**src/rtl/exp_in_cond_pkg.sv**
```systemverilog
// Shared constants for the expansion-connector input conditioner:
// register offsets and the STATUS/MASK field layout.
package exp_in_pkg;

    localparam logic [19:0] ADDR_DB_LEN = 20'h0_0000;
    localparam logic [19:0] ADDR_STATUS = 20'h0_0004;
    localparam logic [19:0] ADDR_MASK   = 20'h0_0008;
    localparam logic [19:0] ADDR_LEVEL  = 20'h0_000C;

    // STATUS/MASK are four DWE-wide fields, lowest first.
    localparam int P_RISE_IDX = 0;
    localparam int P_FALL_IDX = 1;
    localparam int N_RISE_IDX = 2;
    localparam int N_FALL_IDX = 3;

    // Bit index where a field starts for a given connector width.
    function automatic int field_base(input int idx, input int dwe);
        return idx * dwe;
    endfunction

endpackage

```
**src/rtl/exp_in_cond_if.sv**
```systemverilog
// Simple register bus: one-cycle strobes, registered ack and read data.
interface exp_in_cond_if;
    logic [31:0] sys_addr;
    logic [31:0] sys_wdata;
    logic [3:0]  sys_sel;
    logic        sys_wen;
    logic        sys_ren;
    logic [31:0] sys_rdata;
    logic        sys_err;
    logic        sys_ack;

    modport master (
        output sys_addr, sys_wdata, sys_sel, sys_wen, sys_ren,
        input  sys_rdata, sys_err, sys_ack
    );

    modport slave (
        input  sys_addr, sys_wdata, sys_sel, sys_wen, sys_ren,
        output sys_rdata, sys_err, sys_ack
    );
endinterface

```
**src/rtl/exp_in_cond_db.sv**
```systemverilog
// One connector bit: 2-flop synchronizer, counting debounce and
// single-cycle rise/fall pulses coincident with the edge that updates d.
module exp_in_db #(
    parameter int DBW = 16
) (
    input  logic           clk_i,
    input  logic           rst_i,
    input  logic           pin_i,
    input  logic [DBW-1:0] len_i,
    input  logic           clr_cnt_i,
    output logic           dat_o,
    output logic           rise_o,
    output logic           fall_o
);

    logic           s1;
    logic           s2;
    logic           d;
    logic [DBW-1:0] c;
    logic [DBW-1:0] lm1;
    logic           upd;

    // A length of 0 behaves like 1 so the bypass setting still needs one agreeing edge.
    assign lm1 = (len_i == '0) ? '0 : len_i - DBW'(1);

    // A counter clear (length rewrite) takes priority and holds d for that edge.
    assign upd    = (s2 != d) && (c >= lm1) && !clr_cnt_i;
    assign rise_o = upd & s2;
    assign fall_o = upd & ~s2;
    assign dat_o  = d;

    // Synchronize the raw pin, then accept a new level once it has been stable long enough.
    always_ff @(posedge clk_i) begin
        if (rst_i) begin
            s1 <= 1'b0;
            s2 <= 1'b0;
            d  <= 1'b0;
            c  <= '0;
        end else begin
            s1 <= pin_i;
            s2 <= s1;
            if (clr_cnt_i || (s2 == d)) begin
                c <= '0;
            end else if (c >= lm1) begin
                d <= s2;
                c <= '0;
            end else begin
                c <= c + DBW'(1);
            end
        end
    end

endmodule

```
**src/rtl/exp_in_cond.sv**
```systemverilog
// Expansion-connector input conditioner: debounces both connector sides,
// latches edge events into a W1C status register and raises a masked,
// registered level interrupt.
module exp_in_cond
    import exp_in_pkg::*;
#(
    parameter int DWE = 8,
    parameter int DBW = 16
) (
    input  logic           clk_i,
    input  logic           rst_i,
    input  logic [DWE-1:0] exp_p_pin_i,
    input  logic [DWE-1:0] exp_n_pin_i,
    output logic [DWE-1:0] exp_p_dat_o,
    output logic [DWE-1:0] exp_n_dat_o,
    output logic           irq_o,
    exp_in_cond_if.slave   bus
);

    localparam int SW = 4 * DWE;

    logic [DBW-1:0] db_len;
    logic [SW-1:0]  status;
    logic [SW-1:0]  mask;
    logic [SW-1:0]  set_vec;
    logic [SW-1:0]  clr_vec;
    logic [DWE-1:0] p_rise, p_fall, n_rise, n_fall;
    logic [19:0]    addr;
    logic           wr_db, wr_status, wr_mask;
    logic [31:0]    rd_mux;
    logic [31:0]    rdata_q;
    logic           ack_q;
    logic           unused_bits;

    genvar gi;
    generate
        for (gi = 0; gi < DWE; gi++) begin : g_ch
            exp_in_db #(.DBW(DBW)) u_p (
                .clk_i     (clk_i),
                .rst_i     (rst_i),
                .pin_i     (exp_p_pin_i[gi]),
                .len_i     (db_len),
                .clr_cnt_i (wr_db),
                .dat_o     (exp_p_dat_o[gi]),
                .rise_o    (p_rise[gi]),
                .fall_o    (p_fall[gi])
            );
            exp_in_db #(.DBW(DBW)) u_n (
                .clk_i     (clk_i),
                .rst_i     (rst_i),
                .pin_i     (exp_n_pin_i[gi]),
                .len_i     (db_len),
                .clr_cnt_i (wr_db),
                .dat_o     (exp_n_dat_o[gi]),
                .rise_o    (n_rise[gi]),
                .fall_o    (n_fall[gi])
            );
        end
    endgenerate

    assign addr      = bus.sys_addr[19:0];
    assign wr_db     = bus.sys_wen && (addr == ADDR_DB_LEN);
    assign wr_status = bus.sys_wen && (addr == ADDR_STATUS);
    assign wr_mask   = bus.sys_wen && (addr == ADDR_MASK);

    always_comb begin
        set_vec = '0;
        set_vec[field_base(P_RISE_IDX, DWE) +: DWE] = p_rise;
        set_vec[field_base(P_FALL_IDX, DWE) +: DWE] = p_fall;
        set_vec[field_base(N_RISE_IDX, DWE) +: DWE] = n_rise;
        set_vec[field_base(N_FALL_IDX, DWE) +: DWE] = n_fall;
    end

    assign clr_vec = wr_status ? bus.sys_wdata[SW-1:0] : '0;

    // Read mux; unmapped offsets return zero.
    always_comb begin
        rd_mux = '0;
        case (addr)
            ADDR_DB_LEN: rd_mux = 32'(db_len);
            ADDR_STATUS: rd_mux = 32'(status);
            ADDR_MASK:   rd_mux = 32'(mask);
            ADDR_LEVEL:  rd_mux = 32'({exp_n_dat_o, exp_p_dat_o});
            default:     rd_mux = '0;
        endcase
    end

    // Config/status registers, interrupt and bus response; a same-edge event beats a W1C clear.
    always_ff @(posedge clk_i) begin
        if (rst_i) begin
            db_len  <= '0;
            status  <= '0;
            mask    <= '0;
            irq_o   <= 1'b0;
            ack_q   <= 1'b0;
            rdata_q <= '0;
        end else begin
            if (wr_db)   db_len <= bus.sys_wdata[DBW-1:0];
            if (wr_mask) mask   <= bus.sys_wdata[SW-1:0];
            status  <= (status & ~clr_vec) | set_vec;
            irq_o   <= |(status & mask);
            ack_q   <= bus.sys_wen | bus.sys_ren;
            rdata_q <= bus.sys_ren ? rd_mux : '0;
        end
    end

    assign bus.sys_ack   = ack_q;
    assign bus.sys_rdata = rdata_q;
    assign bus.sys_err   = 1'b0;

    // Byte selects are ignored and only the low address bits are decoded.
    assign unused_bits = ^{bus.sys_addr[31:20], bus.sys_sel, bus.sys_wdata};

endmodule

```
**src/flat_wrapper.sv**
```systemverilog
// flat-port wrapper written by rule: the top's interface ports become plain ports
module exp_in_cond_flat import exp_in_pkg::*;
#(
    parameter int DWE = 8,
    parameter int DBW = 16
)
  (clk_i, rst_i, exp_p_pin_i, exp_n_pin_i, exp_p_dat_o, exp_n_dat_o, irq_o, bus_sys_addr, bus_sys_wdata, bus_sys_sel, bus_sys_wen, bus_sys_ren, bus_sys_rdata, bus_sys_err, bus_sys_ack);
  exp_in_cond_if bus_i ();
  input  logic clk_i;
  input  logic rst_i;
  input  logic [DWE-1:0] exp_p_pin_i;
  input  logic [DWE-1:0] exp_n_pin_i;
  output logic [DWE-1:0] exp_p_dat_o;
  output logic [DWE-1:0] exp_n_dat_o;
  output logic irq_o;
  input wire logic [$bits(bus_i.sys_addr)-1:0] bus_sys_addr;
  input wire logic [$bits(bus_i.sys_wdata)-1:0] bus_sys_wdata;
  input wire logic [$bits(bus_i.sys_sel)-1:0] bus_sys_sel;
  input wire logic [$bits(bus_i.sys_wen)-1:0] bus_sys_wen;
  input wire logic [$bits(bus_i.sys_ren)-1:0] bus_sys_ren;
  output wire logic [$bits(bus_i.sys_rdata)-1:0] bus_sys_rdata;
  output wire logic [$bits(bus_i.sys_err)-1:0] bus_sys_err;
  output wire logic [$bits(bus_i.sys_ack)-1:0] bus_sys_ack;
  assign bus_i.sys_addr = bus_sys_addr;
  assign bus_i.sys_wdata = bus_sys_wdata;
  assign bus_i.sys_sel = bus_sys_sel;
  assign bus_i.sys_wen = bus_sys_wen;
  assign bus_i.sys_ren = bus_sys_ren;
  assign bus_sys_rdata = bus_i.sys_rdata;
  assign bus_sys_err = bus_i.sys_err;
  assign bus_sys_ack = bus_i.sys_ack;
  exp_in_cond #(.DWE(DWE), .DBW(DBW)) u_core (.clk_i(clk_i), .rst_i(rst_i), .exp_p_pin_i(exp_p_pin_i), .exp_n_pin_i(exp_n_pin_i), .exp_p_dat_o(exp_p_dat_o), .exp_n_dat_o(exp_n_dat_o), .irq_o(irq_o), .bus(bus_i));
endmodule
```
**config.mk**
```make
export PLATFORM = sky130hd
export DESIGN_NAME = exp_in_cond_flat
export DESIGN_NICKNAME = d
export VERILOG_FILES = /design/src/rtl/exp_in_cond_pkg.sv /design/src/rtl/exp_in_cond_if.sv /design/src/rtl/exp_in_cond_db.sv /design/src/rtl/exp_in_cond.sv /design/src/flat_wrapper.sv
export SDC_FILE = /design/constraint.sdc
export NUM_CORES = 1
export LEC_CHECK = 0
export BUFFER_PORTS_ARGS = -buffer_cell sky130_fd_sc_hd__clkbuf_2
export CAP_MARGIN = 40
export CORE_ASPECT_RATIO = 0.9
export CORE_MARGIN = 1.5
export CORE_UTILIZATION = 44
export CTS_BUF_LIST = sky130_fd_sc_hd__clkbuf_16
export DETAILED_ROUTE_END_ITERATION = 10
export PLACE_DENSITY = 0.71
export SLEW_MARGIN = 20
export SYNTH_ARGS = -nofsm -noshare
export SYNTH_HDL_FRONTEND = slang
export SYNTH_HIERARCHICAL = 1
export SYNTH_SLANG_ARGS = --single-unit
```
**constraint.sdc**
```tcl
create_clock -name clk_i -period 4.8 [get_ports clk_i]
set_input_delay 0.24 -clock clk_i [delete_from_list [all_inputs] [get_ports clk_i]]
set_output_delay 0.24 -clock clk_i [all_outputs]
set_load 0.02 [all_outputs]
```
==> results of run 1 <==
cells by family (layout without fill, tap and decap cells):
kind of cell | after synthesis | in the layout | synth area share [%]
compound gates | 425 | 425 | 8.57
other cells | 1 | 4 | 0.0129
flops | 418 | 418 | 28.8
simple gates | 1650 | 1650 | 31.4
mux | 32 | 32 | 1.79
xor+xnor | 436 | 436 | 13.2
fa+ha+maj | 304 | 304 | 13.1
buf+inv | 194 | 428 | 3.11
final cells by class:
| cell class | count | area (sq um) | area share (%) |
|---|---|---|---|
| Clock buffer | 48 | 1200 | 3.64 |
| Clock inverter | 36 | 387 | 1.17 |
| Timing Repair Buffer | 230 | 1670 | 5.08 |
| Tap cell | 864 | 1080 | 3.28 |
| Antenna cell | 3 | 7.51 | 0.0228 |
| Inverter | 114 | 428 | 1.30 |
| Multi-Input combinational cell | 2848 | 19800 | 60.0 |
| Sequential cell | 418 | 8410 | 25.5 |
cells in the mapped netlist (19+ instances only):
| master | number | area share (%) |
|---|---|---|
| a21oi_1 | 170 | 2.9 |
| and4_1 | 38 | 1.1 |
| or3_1 | 22 | 0.47 |
| nand3_2 | 19 | 0.66 |
| and3b_1 | 32 | 0.97 |
| and3_1 | 68 | 1.5 |
| nor3_1 | 101 | 1.7 |
| and2_1 | 27 | 0.58 |
| xnor2_1 | 160 | 4.8 |
| inv_1 | 114 | 1.5 |
| buf_2 | 25 | 0.43 |
| nor3_4 | 20 | 1.1 |
| nor2_1 | 424 | 5.5 |
| o21ai_0 | 113 | 1.9 |
| a311oi_1 | 32 | 0.97 |
| nand2b_1 | 57 | 1.2 |
| clkbuf_1 | 32 | 0.41 |
| a22oi_1 | 37 | 0.96 |
| dfxtp_1 | 418 | 29 |
| nand3_1 | 143 | 2.5 |
| nor4_1 | 21 | 0.45 |
| nand2_1 | 425 | 5.5 |
| xor2_1 | 276 | 8.3 |
| nor2b_1 | 55 | 1.2 |
| o21ai_1 | 22 | 0.38 |
| nand4_1 | 74 | 1.6 |
| ha_1 | 304 | 13 |
state kept, by name, summed over array words and instances, names as in the netlist:
name	cells
u_core/mask	32
u_core/irq_o	1
u_core/g_ch.u_p/dat_o	8
u_core/db_len	16
u_core/bus.sys_rdata	32
u_core/g_ch.u_n/s2	8
u_core/g_ch.u_p/s2	8
u_core/g_ch.u_n/c	128
u_core/bus.sys_ack	1
u_core/g_ch.u_n/s1	8
u_core/g_ch.u_n/dat_o	8
u_core/status	32
u_core/g_ch.u_p/c	128
u_core/g_ch.u_p/s1	8
worst min-delay path by stage:
stage | start | to | slack (ns) | depth (start not counted)
2_1_floorplan | rst_i | u_core/g_ch[0].u_n/s1$_SDFF_PP0_ | 0.31 | 1
3_3_place_gp | u_core/g_ch[3].u_n/s1$_SDFF_PP0_ | u_core/g_ch[3].u_n/s2$_SDFF_PP0_ | 0.42 | 1
3_5_place_dp | u_core/g_ch[3].u_n/s1$_SDFF_PP0_ | u_core/g_ch[3].u_n/s2$_SDFF_PP0_ | 0.42 | 1
4_1_cts | rst_i | u_core/g_ch[2].u_n/s2$_SDFF_PP0_ | 0.02 | 2
5_1_grt | rst_i | u_core/g_ch[2].u_n/s2$_SDFF_PP0_ | 0.06 | 2
6_report | rst_i | u_core/g_ch[2].u_n/s2$_SDFF_PP0_ | 0.05 | 2
per-layer routing:
layer	wire length, um	GRT usage [%]	part of all wire (%)
met5	34	0	0.043
met2	34000	35.9	43
met3	6010	4.24	7.7
met4	2640	8.43	3.4
met1	35800	31.5	46
where the power goes:
part	leakage, nW	internal, mW	total [mW]	switching, mW
combinational	8.88	0.105	0.227	0.121
sequential	3.39	3.49	3.52	0.0280
clock	0.807	2.20	3.72	1.53
==> metrics.md, run 1 <==
| Metric | Value |
|---|---|
| Final Util | `around half` |
| Slowest cell on crit path | `or4_4` |
| PD cells | `between 200 and 250 nW/um^2` |
| Initial Utilization | `~44%` |
| Crit path required time | `about 5.3 ns` |
| Final period util | `between 80 and 90%` |
| CP max stage delay | `about 0.57 ns` |
| Critical Path Fanout Max | `18` |
| Antenna Violating Nets Remaining | `0` |
| First-pass GRT wire length | `125000 um` |
| Critical path type | `register to register` |
| Cell Count, Final, Fillers Out | `around 4600` |
| Max_slew headroom | `between 40% and 50%` |
| CP cell instances | `buf_4, or4_4, or2_4, nor3_4, xor2_1, nand2_1, ha_1, nand4_1, nor3_1, o311ai_1, a31oi_1, and3b_1, inv_1, a311oi_1` |
| Max rail drop VDD | `roughly 260 uV` |
| Initial DRC Count | `between 2000 and 2500` |
| Crit. path cell count | `14` |
| Vias | `between 20000 and 30000` |
| Synthesized netlist cell count | `between 3000 and 4000` |
| Root Buffer | `clkbuf_16` |
| Vias in the first global route | `23700` |
| Data arrival, critical path | `approximately 4.6 ns` |
| RSZ-0062 raised after global routing | `no` |
| LEAKAGE | `~13 nW` |
| Post-DP Area | `30800 sq um` |
| TritonRoute pass-1 iters | `6` |
| Clk_skew | `about 0.04 ns` |
| GRT Total Usage | `around 23%` |
| Global route overflow | `0` |
| Largest net degree at the start of global routing | `65` |
| Worst Tran Pin Value | `0.876 ns` |
| Synth warn | `6` |
| Die area | `just under 70000 sq um` |
| Die Span Y | `247 um` |
| Vias/cell | `around 5.5` |
| CTS clk-pin slew, worst paths | `about 0.060 ns` |
| CP startpoint kind | `register` |
| Routability Congestion | `a little under 0.9` |
| Worst skew pair latency | `~0.61 ns` |
| Worst reg2reg path depth | `14` |
| CP Capture Type | `register` |
| HPWL Detailed | `55700 um` |
| Critical Path Start | `u_core/db_len[10]$_SDFFE_PP0P_` |
| DRC Markers | `0` |
| Crit path to | `u_core/status[20]$_SDFF_PP0_` |
| CP bufs+invs | `2` |
| Antenna violations before repair | `7` |
| Die Wd | `between 200 and 300 um` |
| Final Power | `7.47 mW` |
| Syn_area_per_cell | `roughly 8.4 sq um` |
| H-tree depth | `2` |
| Post-cts hold buffer count | `50` |
| Mapped cell area | `about 29000 sq um` |
| Final-report hold violation count | `0` |
| CTS tree | `built` |
| #FFs+latches synth | `around 420` |
| Bufs on Longest Clock Path | `3` |
| Max-slew violations | `0` |
| Rows | `89` |
| Post-CTS Resized | `0` |
| Total negative slack | `0 ns` |
| I/O Buffers | `roughly 120` |
| Layout cell share with drive strength beyond 1 | `a little under an eighth` |
| Post-CTS setup buffers | `0` |
| Cell variety after synth | `60` |
| Inst Count DP | `roughly 4400` |
| Post-DR wirelength/cell | `17.2 um` |
| Commonest cells after routing, fill and taps aside | `nand2_1 (424), nor2_1 (423), dfxtp_1 (402), ha_1 (304), xor2_1 (276)` |
| Setup Viol. Count Final | `0` |
| Worst min path class | `primary input to register` |
| Top_reg_cell synth | `dfxtp_1` |
| Clk sinks | `approximately 420` |
| Reg2Reg Launch Point | `u_core/db_len[10]$_SDFFE_PP0P_` |
| Fill cells | `6150` |
| TritonCTS Buffers | `47` |
| Post-synth ARST share | `0%` |
| Io pins | `139` |
| Syn_nets | `3852` |
| Post-synth EDFFs | `0` |
| Crit Reg-Reg Endpoint | `u_core/status[20]$_SDFF_PP0_` |
| Core Area | `between 60000 and 70000 sq um` |
| Status | `finished, final reports clean` |
| Post-layout min period | `approximately 4.1 ns` |
| Hold Slack | `~0.05 ns` |
| Final wirelength | `just under 80000 um` |
| Commonest non-fill, non-tap cell in the layout | `nand2_1` |
| Max-cap check violation count | `0` |
| Layout area overhead | `13.6%` |
| Fin area | `between 30000 and 40000 sq um` |
| R2r setup slk | `0.75 ns` |
| Fin worst setup slack | `about 0.75 ns` |
| Place WS | `between 0.8 and 0.9 ns` |
| Nets@finish | `4051` |
| Sequential area share after synthesis | `between 20% and 30%` |
| Critical path's top delay family | `simple AND/OR/NAND/NOR gates` |
| F_max | `247 MHz` |
Power figures use the tool's default switching activity.
==> run 2, diff against run 1 <==
--- a/config.mk
+++ b/config.mk
@@ -12,7 +12,7 @@
 export CORE_UTILIZATION = 44
 export CTS_BUF_LIST = sky130_fd_sc_hd__clkbuf_16
 export DETAILED_ROUTE_END_ITERATION = 10
-export PLACE_DENSITY = 0.71
+export PLACE_DENSITY = 0.74
 export SLEW_MARGIN = 20
 export SYNTH_ARGS = -nofsm -noshare
 export SYNTH_HDL_FRONTEND = slang
==> constraint.sdc (replaced) <==
create_clock -name clk_i -period 3.5 [get_ports clk_i]
set_input_delay 0.175 -clock clk_i [delete_from_list [all_inputs] [get_ports clk_i]]
set_output_delay 0.175 -clock clk_i [all_outputs]
set_load 0.02 [all_outputs]
==> run 2 against run 1 <==
- worst hold slack improved by 0.15 ns
- maximum frequency is 14% higher
- global-route usage is 0.65 points higher
- combinational power is 40% higher
- largest power group unchanged
- worst setup slack worse by 0.79 ns
- the run now ends with negative setup slack left
==> metrics.md, run 2 (synthesis gave the netlist of run 1 again) <==
| Metric | Value |
|---|---|
| Status | `finished with violations (was finished, final reports clean)` |
| Failing checks | `negative setup slack` |
| Clock share of power | `50.0% (was 49.8%)` |
| LEAKAGE | `14.1 nW (was 13.1 nW)` |
| Root Buffer | `clkbuf_16 (unchanged)` |
| Biggest regs | `u_core/g_ch.u_n/c x128, u_core/g_ch.u_p/c x128 (unchanged)` |
| Combinational share of power | `3.1% (was 3.0%)` |
| Crit Reg-Reg Endpoint | `u_core/status[12]$_SDFF_PP0_ (was u_core/status[20]$_SDFF_PP0_)` |
| H-tree depth | `2 (unchanged)` |
| Inst Count DP | `4529 (was 4418)` |
| Fin area | `35200 sq um (was 33000 sq um)` |
| Data arrival, critical path | `4.03 ns (was 4.56 ns)` |
| Antenna Violating Nets Remaining | `0 (unchanged)` |
| Initial Utilization | `44.4% (unchanged)` |
| Io pins | `139 (unchanged)` |
| Place WS | `-0.126 ns (was 0.865 ns)` |
| Worst skew pair latency | `0.61 ns (about the same)` |
| Slowest cell on crit path | `or4_4 (unchanged)` |
| Layout cell share with drive strength beyond 1 | `17.9% (was 11.8%)` |
| Die area | `67500 sq um (unchanged)` |
| Reg2Reg Launch Point | `u_core/db_len[7]$_SDFFE_PP0P_ (was u_core/db_len[10]$_SDFFE_PP0P_)` |
| Nets@finish | `4206 (was 4051)` |
| RSZ-0062 raised after global routing | `yes (was no)` |
| Layout area overhead | `21.2% (was 13.6%)` |
| Cell Count, Final, Fillers Out | `4716 (was 4561)` |
| Worst reg2reg path depth | `14 (unchanged)` |
| PD cells | `293 nW/um^2 (was 227 nW/um^2)` |
| Die Wd | `274 um (unchanged)` |
| First-pass GRT wire length | `130000 um (was 125000 um)` |
| Die Span Y | `247 um (unchanged)` |
| Vias/cell | `5.59 (was 5.54)` |
| TritonCTS Buffers | `47 (unchanged)` |
| Clk sinks | `418 (unchanged)` |
| CP max stage delay | `0.53 ns (was 0.57 ns)` |
| Routability Congestion | `0.896 (was 0.887)` |
| Max-cap check violation count | `0 (unchanged)` |
| Worst Tran Pin Value | `0.899 ns (was 0.876 ns)` |
| Post-DR wirelength/cell | `17.5 um (was 17.2 um)` |
| Commonest cells after routing, fill and taps aside | `nand2_1 (421), nor2_1 (420), dfxtp_1 (402), ha_1 (294), xor2_1 (276) (was nand2_1 (424), nor2_1 (423), dfxtp_1 (402), ha_1 (304), xor2_1 (276))` |
| Fin worst setup slack | `-0.0395 ns (was 0.747 ns)` |
| Net Switching | `2.32 mW (was 1.68 mW)` |
| Final-report hold violation count | `0 (unchanged)` |
| Global route overflow | `0 (unchanged)` |
| Worst min path class | `primary input to register (unchanged)` |
| CTS clk-pin slew, worst paths | `0.07 ns (was 0.06 ns)` |
| I/O Buffers | `121 (unchanged)` |
| Final wirelength | `82500 um (was 78500 um)` |
| Switching share of power | `22.5% (about the same)` |
| Setup Viol. Count Final | `2 (was 0)` |
| Antenna violations before repair | `6 (was 7)` |
| Largest net degree at the start of global routing | `65 (unchanged)` |
| Critical Path Start | `u_core/db_len[7]$_SDFFE_PP0P_ (was u_core/db_len[10]$_SDFFE_PP0P_)` |
| GRT Total Usage | `23.6% (was 23.0%)` |
| Post-layout min period | `3.54 ns (was 4.05 ns)` |
| Core Area | `65400 sq um (unchanged)` |
| Crit path to | `u_core/status[12]$_SDFF_PP0_ (was u_core/status[20]$_SDFF_PP0_)` |
| Final Util | `53.8% (was 50.4%)` |
| Clk_skew | `0.0339 ns (was 0.0391 ns)` |
| R2r setup slk | `-0.04 ns (was 0.75 ns)` |
| Final Power | `10.3 mW (was 7.47 mW)` |
| CP Capture Type | `register (unchanged)` |
| Bufs on Longest Clock Path | `3 (unchanged)` |
| Vias | `26400 (was 25300)` |
| Rows | `89 (unchanged)` |
| F_max | `283 MHz (was 247 MHz)` |
| Sequential share of power | `46.9% (was 47.1%)` |
| Critical path type | `register to register (unchanged)` |
| Crit path required time | `3.99 ns (was 5.31 ns)` |
| CP startpoint kind | `register (unchanged)` |
| Post-DP Area | `31900 sq um (was 30800 sq um)` |
| TritonRoute pass-1 iters | `5 (was 6)` |
| Max_slew headroom | `39.5% (was 41.6%)` |
| Critical Path Fanout Max | `11 (was 18)` |
| Vias in the first global route | `25000 (was 23700)` |
| Commonest non-fill, non-tap cell in the layout | `nand2_1 (unchanged)` |
| Pint | `7.98 mW (was 5.79 mW)` |
| Max-slew violations | `0 (unchanged)` |
| DRC Markers | `0 (unchanged)` |
| Initial DRC Count | `2057 (was 2181)` |
| HPWL Detailed | `58500 um (was 55700 um)` |
| CP cell instances | `buf_6, or4_4, or2_4, nor3_4, xor2_1, nand2_1, ha_1, nand4_1, nor3_2, a21oi_1, a31oi_1, and3b_1, inv_1, a311oi_1 (was buf_4, or4_4, or2_4, nor3_4, xor2_1, nand2_1, ha_1, nand4_1, nor3_1, o311ai_1, a31oi_1, and3b_1, inv_1, a311oi_1)` |
| CTS tree | `built (unchanged)` |
| Final period util | `101% (was 84.4%)` |
| Max rail drop VDD | `343 uV (was 256 uV)` |
## run 2: cell count changes in the layout (fill, tap and decap cells not counted), sizes merged
cell,previous run,this run
clkinvlp,1,5
buf,58,212
bufinv,7,8
diode,3,1
clkbuf,170,169
inv,123,122
clkinv,19,18
nand4b,12,13
## run 2: worst min-delay path by stage
stage | start | cells past startpoint | end | slack, ns
finish | rst_i | 3 | u_core/mask[26]$_SDFFE_PP0P_ | 0.20
global route | rst_i | 3 | u_core/mask[8]$_SDFFE_PP0P_ | 0.21
CTS | rst_i | 3 | u_core/g_ch[3].u_n/s2$_SDFF_PP0_ | 0.17
detailed placement | exp_n_pin_i[3] | 2 | u_core/g_ch[3].u_n/s1$_SDFF_PP0_ | 0.39
global placement | exp_p_pin_i[2] | 2 | u_core/g_ch[2].u_p/s1$_SDFF_PP0_ | 0.39
floorplan | rst_i | 1 | u_core/g_ch[0].u_n/s1$_SDFF_PP0_ | 0.25
## run 2: power groups by stage
| stage | Clock [mW] | Combinational [mW] | Sequential, mW |
|---|---|---|---|
| 4_1_cts | 5.25 | 0.306 | 4.83 |
| 3_3_place_gp | 0 | 0.255 | 4.94 |
| 5_1_grt | 5.43 | 0.338 | 4.84 |
| 3_5_place_dp | 0 | 0.259 | 4.94 |
| 6_report | 5.15 | 0.318 | 4.84 |
| 2_1_floorplan | 0 | 0.122 | 4.93 |
## run 2: final cells by class
type | count | area (sq um)
Fill cell | 5826 | 30200
Multi-Input combinational cell | 2849 | 20600
Sequential cell | 418 | 8410
Timing Repair Buffer | 384 | 3100
Clock buffer | 47 | 1180
Tap cell | 864 | 1080
Inverter | 114 | 428
Clock inverter | 39 | 425
Antenna cell | 1 | 2.50
## run 2: per-stage QoR
| stage | setup TNS (ns) | hold slack, ns |
|---|---|---|
| global placement | -0.102 | 0.386 |
| finish | -0.0619 | 0.195 |
| CTS | 0 | 0.169 |
| global route | -6.18 | 0.205 |
| floorplan | 0 | 0.247 |
| detailed placement | -0.830 | 0.391 |
## run 2: layer usage
metal | global-route usage, % | vias up | share of wire [%]
met5 | 0 | - | 0.045
met4 | 8.42 | 6 | 3.3
met3 | 4.11 | 173 | 7.5
met2 | 38.0 | 873 | 45
met1 | 31.7 | 12500 | 44
li1 | - | 12800 | -
## run 2: critical path: cells and delay by family, from the launching register on
family	cells	cell delay [ns]
buffers and inverters	2	0.24
adders and majority gates	1	0.30
xor gates and xnor gates	1	0.15
AOI/OAI and AO/OA	3	0.67
DFF	1	0.42
and+or+nand+nor	7	1.62
## run 2: timing repair
action / in CTS / in global routing
resized for setup: 15 / 121
pin swaps: 15 / 86
setup endpoints to repair: 31 / 100
hold buffers: 50 / 0
hold endpoints to repair: 97 / 0
setup buffers: 6 / 41
gates cloned: 0 / 1
